<file path="config.mk">
export PLATFORM = sky130hd
export DESIGN_NAME = vector_capture
export DESIGN_NICKNAME = d
export VERILOG_FILES = /design/src/rtl/vector_capture_pkg.sv /design/src/rtl/vector_capture_mem.sv /design/src/rtl/vector_capture.sv
export SDC_FILE = /design/constraint.sdc
export NUM_CORES = 2
export LEC_CHECK = 0
export CORE_ASPECT_RATIO = 1.4
export CORE_UTILIZATION = 45
export DETAILED_ROUTE_END_ITERATION = 8
export SKIP_CTS_REPAIR_TIMING = 1
export SKIP_LAST_GASP = 1
export SYNTH_ARGS = -nofsm -noshare
export SYNTH_HDL_FRONTEND = slang
export SYNTH_HIERARCHICAL = 1
export SYNTH_SLANG_ARGS = --single-unit
export TNS_END_PERCENT = 100
</file>
<file path="constraint.sdc">
create_clock -name clock -period 8.2 [get_ports clock]
set_input_delay 1.23 -clock clock [delete_from_list [all_inputs] [get_ports clock]]
set_output_delay 1.23 -clock clock [all_outputs]
set_load 0.05 [all_outputs]
</file>
<file path="src/rtl/vector_capture_pkg.sv">
// Shared definitions for the vector capture block: FSM encodings, record
// geometry and the saturating drop-counter helper.
package vector_capture_pkg;

  typedef enum logic [1:0] {
    ST_IDLE    = 2'd0,
    ST_ARMED   = 2'd1,
    ST_CAPTURE = 2'd2,
    ST_DONE    = 2'd3
  } vc_state_e;

  localparam int DATA_WIDTH_DEF = 32;
  localparam int RECORD_WIDTH   = 3 * DATA_WIDTH_DEF;

  localparam logic [15:0] DROP_MAX = 16'hFFFF;

  function automatic logic [15:0] sat_inc16(input logic [15:0] value);
    return (value == DROP_MAX) ? value : value + 16'd1;
  endfunction

endpackage

</file>
<file path="src/rtl/vector_capture_mem.sv">
// Record storage: simple dual-port RAM with one write port and a registered
// read port. The array itself is never reset; only the output register is.
module capture_mem
  import vector_capture_pkg::*;
#(
  parameter int DEPTH  = 16,
  parameter int WIDTH  = RECORD_WIDTH,
  parameter int ADDR_W = $clog2(DEPTH)
) (
  input  logic              clock,
  input  logic              reset,
  input  logic              wr_en,
  input  logic [ADDR_W-1:0] wr_addr,
  input  logic [WIDTH-1:0]  wr_data,
  input  logic              rd_en,
  input  logic [ADDR_W-1:0] rd_addr,
  output logic [WIDTH-1:0]  rd_data
);

  logic [WIDTH-1:0] mem [DEPTH];

  always_ff @(posedge clock) begin
    if (wr_en) mem[wr_addr] <= wr_data;
  end

  // Output holds its last value between reads.
  always_ff @(posedge clock or posedge reset) begin
    if (reset)      rd_data <= '0;
    else if (rd_en) rd_data <= mem[rd_addr];
  end

endmodule

</file>
<file path="src/rtl/vector_capture.sv">
// Test-vector capture FIFO: records {a,b,out} samples during an armed session
// and lets them be popped in arrival order at any time.
//
//   state      | meaning
//   -----------+-------------------------------------------------------
//   ST_IDLE    | after reset, waiting for arm
//   ST_ARMED   | session open, no sample accepted yet
//   ST_CAPTURE | session open, at least one sample accepted
//   ST_DONE    | session closed by stop or by the buffer filling up
module vector_capture
  import vector_capture_pkg::*;
#(
  parameter int DEPTH      = 16,
  parameter int DATA_WIDTH = 32
) (
  input  logic                       clock,
  input  logic                       reset,
  input  logic                       arm,
  input  logic                       stop,
  input  logic                       cap_valid,
  output logic                       cap_ready,
  input  logic [DATA_WIDTH-1:0]      cap_a,
  input  logic [DATA_WIDTH-1:0]      cap_b,
  input  logic [DATA_WIDTH-1:0]      cap_out,
  input  logic                       rd_en,
  output logic [3*DATA_WIDTH-1:0]    rd_data,
  output logic                       rd_valid,
  output logic [$clog2(DEPTH+1)-1:0] count,
  output logic [1:0]                 state_o,
  output logic [15:0]                dropped
);

  localparam int AW = $clog2(DEPTH);
  localparam int CW = $clog2(DEPTH + 1);
  localparam int RW = 3 * DATA_WIDTH;
  localparam logic [CW-1:0] FULL_CNT = CW'(DEPTH);

  vc_state_e       state_q, state_d;
  logic [AW-1:0]   wr_ptr_q, rd_ptr_q;
  logic [CW-1:0]   count_q, count_d;
  logic [15:0]     dropped_q, dropped_d;
  logic            full_done_q, full_done_d;
  logic            rd_valid_q;
  logic            session, accept, pop, hit_full;

  // Ready depends only on registered state so cap_valid never loops back.
  assign session   = (state_q == ST_ARMED) || (state_q == ST_CAPTURE);
  assign cap_ready = session && (count_q < FULL_CNT);
  assign accept    = cap_valid && cap_ready;
  assign pop       = rd_en && (count_q != '0);

  always_comb begin
    count_d = count_q;
    case ({accept, pop})
      2'b10:   count_d = count_q + CW'(1);
      2'b01:   count_d = count_q - CW'(1);
      default: count_d = count_q;
    endcase
  end

  assign hit_full = (count_d == FULL_CNT);

  always_ff @(posedge clock or posedge reset) begin
    if (reset) begin
      state_q     <= ST_IDLE;
      full_done_q <= 1'b0;
    end else begin
      state_q     <= state_d;
      full_done_q <= full_done_d;
    end
  end

  always_comb begin
    state_d     = state_q;
    full_done_d = full_done_q;
    case (state_q)
      ST_IDLE: begin
        if (arm) state_d = ST_ARMED;
      end
      ST_ARMED, ST_CAPTURE: begin
        if (stop || hit_full) begin
          state_d     = ST_DONE;
          full_done_d = hit_full && !stop;
        end else if (accept) begin
          state_d = ST_CAPTURE;
        end
      end
      ST_DONE: begin
        if (arm) begin
          state_d     = ST_ARMED;
          full_done_d = 1'b0;
        end
      end
      default: begin
        state_d     = ST_IDLE;
        full_done_d = 1'b0;
      end
    endcase
  end

  // Drops are counted during a session and after a full-buffer stop, but not
  // after an explicit stop.
  always_comb begin
    dropped_d = dropped_q;
    if ((state_q == ST_DONE) && arm) begin
      dropped_d = '0;
    end else if (cap_valid && !cap_ready &&
                 (session || ((state_q == ST_DONE) && full_done_q))) begin
      dropped_d = sat_inc16(dropped_q);
    end
  end

  always_ff @(posedge clock or posedge reset) begin
    if (reset) begin
      wr_ptr_q   <= '0;
      rd_ptr_q   <= '0;
      count_q    <= '0;
      dropped_q  <= '0;
      rd_valid_q <= 1'b0;
    end else begin
      if (accept) wr_ptr_q <= wr_ptr_q + AW'(1);
      if (pop)    rd_ptr_q <= rd_ptr_q + AW'(1);
      count_q    <= count_d;
      dropped_q  <= dropped_d;
      rd_valid_q <= pop;
    end
  end

  capture_mem #(
    .DEPTH  (DEPTH),
    .WIDTH  (RW),
    .ADDR_W (AW)
  ) u_mem (
    .clock   (clock),
    .reset   (reset),
    .wr_en   (accept),
    .wr_addr (wr_ptr_q),
    .wr_data ({cap_a, cap_b, cap_out}),
    .rd_en   (pop),
    .rd_addr (rd_ptr_q),
    .rd_data (rd_data)
  );

  assign rd_valid = rd_valid_q;
  assign count    = count_q;
  assign state_o  = state_q;
  assign dropped  = dropped_q;

endmodule

</file>
# After elaboration in Yosys (flattened, before gate mapping)
# Memories as Yosys holds them, arrays and structs flattened. A register that Yosys moved wholly into a read port is not among the register bits.
# Cells that the tools add are included.
dict set report totals {
  regBits 33
  mem_bits_rw 1536
  in_bits 102
  n_memories 1
}
dict set report classes {
  add_sub_neg 5
  n_lt_le_gt_ge 1
  eq_ne 12
  n_mux 13
  reduce_logical 22
}
# name words width rd rd_clocked_by_memory_dff wr line
set mem_list {}
lappend mem_list {u_mem.mem 16 96 1 1 1 vector_capture_mem.sv:20} ;# logic [WIDTH-1:0] mem [DEPTH];
# cell n
set op_table {}
lappend op_table {{$mux W16} 3}
lappend op_table {{$add A16 B1 Y16 const B} 1}
lappend op_table {{$eq A16 B16 Y1 const B} 1}
lappend op_table {{$pmux W5 S2} 1}
lappend op_table {{$add A4 B1 Y4 const B} 2}
lappend op_table {{$logic_and A1 B1 Y1} 8}
lappend op_table {{$eq A2 B2 Y1 const B} 3}
lappend op_table {{$mux W2} 3}
lappend op_table {{$ne A2 B2 Y1 const B} 3}
lappend op_table {{$add A5 B1 Y5 const B} 1}
lappend op_table {{$eq A5 B5 Y1 const B} 1}
lappend op_table {{$lt A5 B5 Y1 const B} 1}
lappend op_table {{$reduce_bool A5 Y1} 1}
lappend op_table {{$sub A5 B1 Y5 const B} 1}
lappend op_table {{$eq A2 B1 Y1 const B} 2}
lappend op_table {{$mux W1} 4}
lappend op_table {{$pmux W2 S2} 1}
lappend op_table {{$reduce_and A2 Y1} 2}
lappend op_table {{$reduce_bool A2 Y1} 2}
lappend op_table {{$reduce_or A2 Y1} 2}
lappend op_table {{$logic_or A1 B1 Y1} 3}
lappend op_table {{$ne A3 B3 Y1 const B} 1}
lappend op_table {{$reduce_and A3 Y1} 1}
lappend op_table {{$logic_not A1 Y1} 2}
lappend op_table {{other kinds (3)} 3}

# Logic depth before layout (Yosys ltp)
dict set report depth {
  depth_word 10
  ltp_mapped 14
  depth_no_buf 13
}

# Modules after synthesis
# The synthesis kept the hierarchy.
# mod instances cells_per_inst area_each_um2 seq_area_each_um2
set by_module_without_submodules {}
lappend by_module_without_submodules {capture_mem 1 2577 61712.9 48526.5}
lappend by_module_without_submodules {vector_capture 1 176 1791.7 825.8}

# Least setup slack after synthesis
# OpenSTA, ideal clock, no wires.
dict set report synth_path {
  kind {input to register}
  startpoint {input cap_valid}
  endpoint {memory u_mem/mem[0][0] (netlist bit) (enable)}
  arrival_time_ns 8.481
  setup_slack_ns -0.950
  cell_stages 4
  path_cell_list {nand3b_4 > inv_4 > or3b_2 > nor3_1}
}
dict set report synth_between {
  elab_chain_len 3
}
# element line
set synth_rtl {}
lappend synth_rtl {{start, declared} vector_capture.sv:20} ;# input logic cap_valid,
lappend synth_rtl {{$logic_and A1 B1 Y1} vector_capture.sv:49} ;# assign accept = cap_valid && cap_ready;
lappend synth_rtl {{named net accept} vector_capture.sv:44} ;# logic session, accept, pop, hit_full;
lappend synth_rtl {{$mux W1} vector_capture_mem.sv:23} ;# if (wr_en) mem[wr_addr] <= wr_data;
lappend synth_rtl {{$mux W1 (not written as such)} vector_capture_mem.sv:23}
lappend synth_rtl {{end, declared} vector_capture_mem.sv:20}
# The timed path passes the listed nets, and every way through them passes these cells.

# Worst setup path in the final report
dict set report layout_path {
  startpoint {input cap_valid}
  endpoint {memory u_mem/mem[8][20] (netlist bit) (enable)}
}
# Same word-level chain as after synthesis.

==> summary.txt <==
STA
  • Minimum clock period: 3.99 ns
  • Final Hold Viols: 0
  • Slew at the pin closest to its max-slew limit: 1.18 ns
  • Clock skew: 0.0310 ns
  • FMAX: ~250 MHz
  • Max transition margin: 21.4%
  • Max-slew violations: 0
  • Setup tns final: 0 ns
  • RSZ-0062 raised after global routing: no
  • Period utilization: 48.6%
  • # setup viols final: 0

Route
  • Post-route ant nets: 0
  • Post-Route WL: 142000 um
  • 1st-iter DRT viols: 2330
  • Vias after detailed routing: around 29000
  • Vias per inst: 5.89
  • Per-cell routed wire length: 28.7 um
  • DRC: 0
  • Pre-Repair DR Iteration Count: 5

Yosys
  • Largest family of logic cells by synthesized area: multiplexers
  • Synth Area in Adders: 0.118%
  • #FFs+latches synth: 1665
  • Synthesized area: 63500 um^2
  • Net Count, Synth: ~2900
  • Portion of netlist area occupied by mux cells: approximately 15%
  • Syn Inst Count: around 2800
  • Post-synthesis sequential area ratio: 77.7%
  • Synth warn: 6
  • Syn Area/Cell: 23.1 um^2
  • Compound-Gate Fraction of Synth Area: 3.48%
  • Synth Area in Simple Gates: 1.35%
  • Number of synthesized flops with an enable pin: 1536
  • Post-synth top flop: edfxtp_1
  • Yosys cell types: 57
  • FFs w/ async S/R, synth: 7.75%
  • Synth Area in XOR/XNOR: less than 1%

Critical path
  • Critical path's slowest cell: buf_4
  • Critical Path, Cell by Cell: clkdlybuf4s50_1, nand3b_4, inv_4, nand3b_1, nor3_4, buf_4, buf_4
  • Critical path's top delay family: buffers and inverters
  • Critical Path AT: 4.36 ns
  • Worst setup path category: in -> reg
  • Startpoint Class: input port
  • Nature of the critical path endpoint: flip-flop
  • CP max stage delay: 1.00 ns
  • Worst Path Required: about 8.6 ns
  • Critical path buffer and inverter count: 4
  • Most used cell, CP: buf_4
  • Worst-path fanout max: 61

Place
  • Placer Congestion: 0.770
  • IO Port Bufs: 222
  • HPWL Detailed: 77500 um

Cells and area
  • Most frequent cells in the layout: edfxtp_1 (1536), mux4_2 (375), clkdlybuf4s50_1 (222), clkbuf_16 (159), dfrtp_1 (126)
  • Fin nets: ~3100
  • Area Overhead vs Synth: 14.6%
  • Fin util: 52.1%
  • Most common cell after layout, fill and taps aside: edfxtp_1
  • Layout cells sized above 1: 25.2%

Floorplan
  • Cell Rows: 162
  • Core area: approximately 140000 um^2
  • I/O pins: 223
  • Die area: 143000 um^2
  • Die height: roughly 450 um
  • Chip width: 319 um
  • Initial Utilization: between 40% and 50%

Worst hold path
  • Worst Hold Class: reg -> reg

Global routing
  • Global route overflow: 0
  • Vias in the first global route: 31517
  • Largest net degree at the start of global routing: 141
  • Initial antenna violation count: 14
  • First-pass GRT wire length: around 210000 um
  • Total track usage: between 20% and 30%

Clocking
  • Clock sink total: 1665
  • Clk buf depth: 3
  • H-tree levels: 4
  • CTS Root Cell: clkbuf_16
  • CTS Buf Count: approximately 160
  • Worst skew pair latency: 0.78 ns
  • Clk slew on worst S/H paths: 0.06 ns
  • CTS tree: done

Pwr
  • Max IR drop VDD: 340 uV
  • PwrDens: 341 nW/um^2
  • LEAKAGE: about 0.023 uW

Run
  • Max cap viols: 0

Run status
  • Status: completed
-- per-layer routing --
layer  vias up  part of all wire, %  GRT usage [%]
li1      12253                    -              -
met1     15981                   41           26.9
met2       795                   52           34.9
met3       202                  5.1           3.70
met4        16                  1.8           4.92
met5         -                0.072              0
-- worst paths after layout --
path | startpoint | slack [ns] | depth (start not counted) | to
worst max-delay path | cap_valid | 4.21 | 7 | u_mem/mem[8][20]
worst min-delay path | wr_ptr_q[3] | 0.56 | 1 | wr_ptr_q[3]
worst max register to register | state_o[1] | 4.25 | 7 | u_mem/mem[8][20]
worst min register to register | wr_ptr_q[3] | 0.56 | 1 | wr_ptr_q[3]
max in group asynchronous | reset | 5.59 | 3 | u_mem/rd_data[92]
min in group asynchronous | reset | 0.94 | 3 | rd_valid
-- cells in the mapped netlist (2+ instances only) --
cell type,number,area (um^2)
o21ai_1,2,10.0
mux4_2,375,8450
mux4_1,9,236
mux2_2,3,33.8
ha_1,6,75.1
buf_4,10,75.1
o21ai_0,3,15.0
buf_8,3,45.0
mux2i_1,98,981
nand2b_1,4,25.0
edfxtp_1,1536,46100
a21oi_1,5,25.0
nand4_1,8,50.1
xor2_1,14,123
nand2_1,13,48.8
buf_2,49,245
nand3b_1,2,15.0
buf_6,36,405
and2_1,3,18.8
a221oi_2,96,1440
clkbuf_4,3,22.5
clkbuf_1,52,195
dfrtp_1,129,3230
xnor2_1,13,114
buf_12,2,40.0
inv_1,7,26.3
nor3_1,6,30.0
and3b_1,2,17.5
nand3_1,7,35.0
and3_1,3,18.8
o22ai_1,96,601
nor2_1,133,499
-- stage by stage --
| step | hold slack (ns) | power [uW] | cell area (um^2) | instances | worst slack (ns) |
|---|---|---|---|---|---|
| 6_report | 0.560 | 24800 | 72700 | 4963 | 4.21 |
| 5_1_grt | 0.574 | 25800 | 72700 | 4962 | 4.03 |
| 4_1_cts | 0.545 | 25200 | 72700 | 4962 | 4.18 |
| 3_5_place_dp | 0.532 | 17900 | 67600 | 4675 | 3.37 |
| 3_3_place_gp | 0.525 | 17800 | 67600 | 4675 | 3.36 |
| 2_1_floorplan | 0.487 | 15900 | 63500 | 2753 | 1.65 |
-- state kept, by name, summed over array words and instances, names as in the netlist --
signal and flops:
u_mem/mem 1536, u_mem/rd_data 96, dropped 16, count 5, rd_ptr_q 4, wr_ptr_q 4
state_o 2, full_done_q 1, rd_valid 1
-- power by group --
part	internal [uW]	leakage [uW]	switching (uW)
combinational	3070	0.00531	4110
clock	4090	0.00251	3130
sequential	9900	0.0153	537
-- cell families after synthesis --
logic type / count (synthesis)
xor+xnor: 27
buf+inv: 163
simple gates: 192
mux: 486
flops: 1665
compound gates: 214
fa+ha+maj: 6
-- layout make-up --
class | instances | area, um^2
clock inverters | 81 | 803
fillers | 10645 | 66900
inverters | 8 | 35.0
multi-input cells | 925 | 13300
clock buffers | 206 | 4360
diodes | 1 | 2.50
repair buffers | 273 | 2680
well taps | 1804 | 2260
flip-flops and latches | 1665 | 49400
Power figures use the tool's default switching activity.
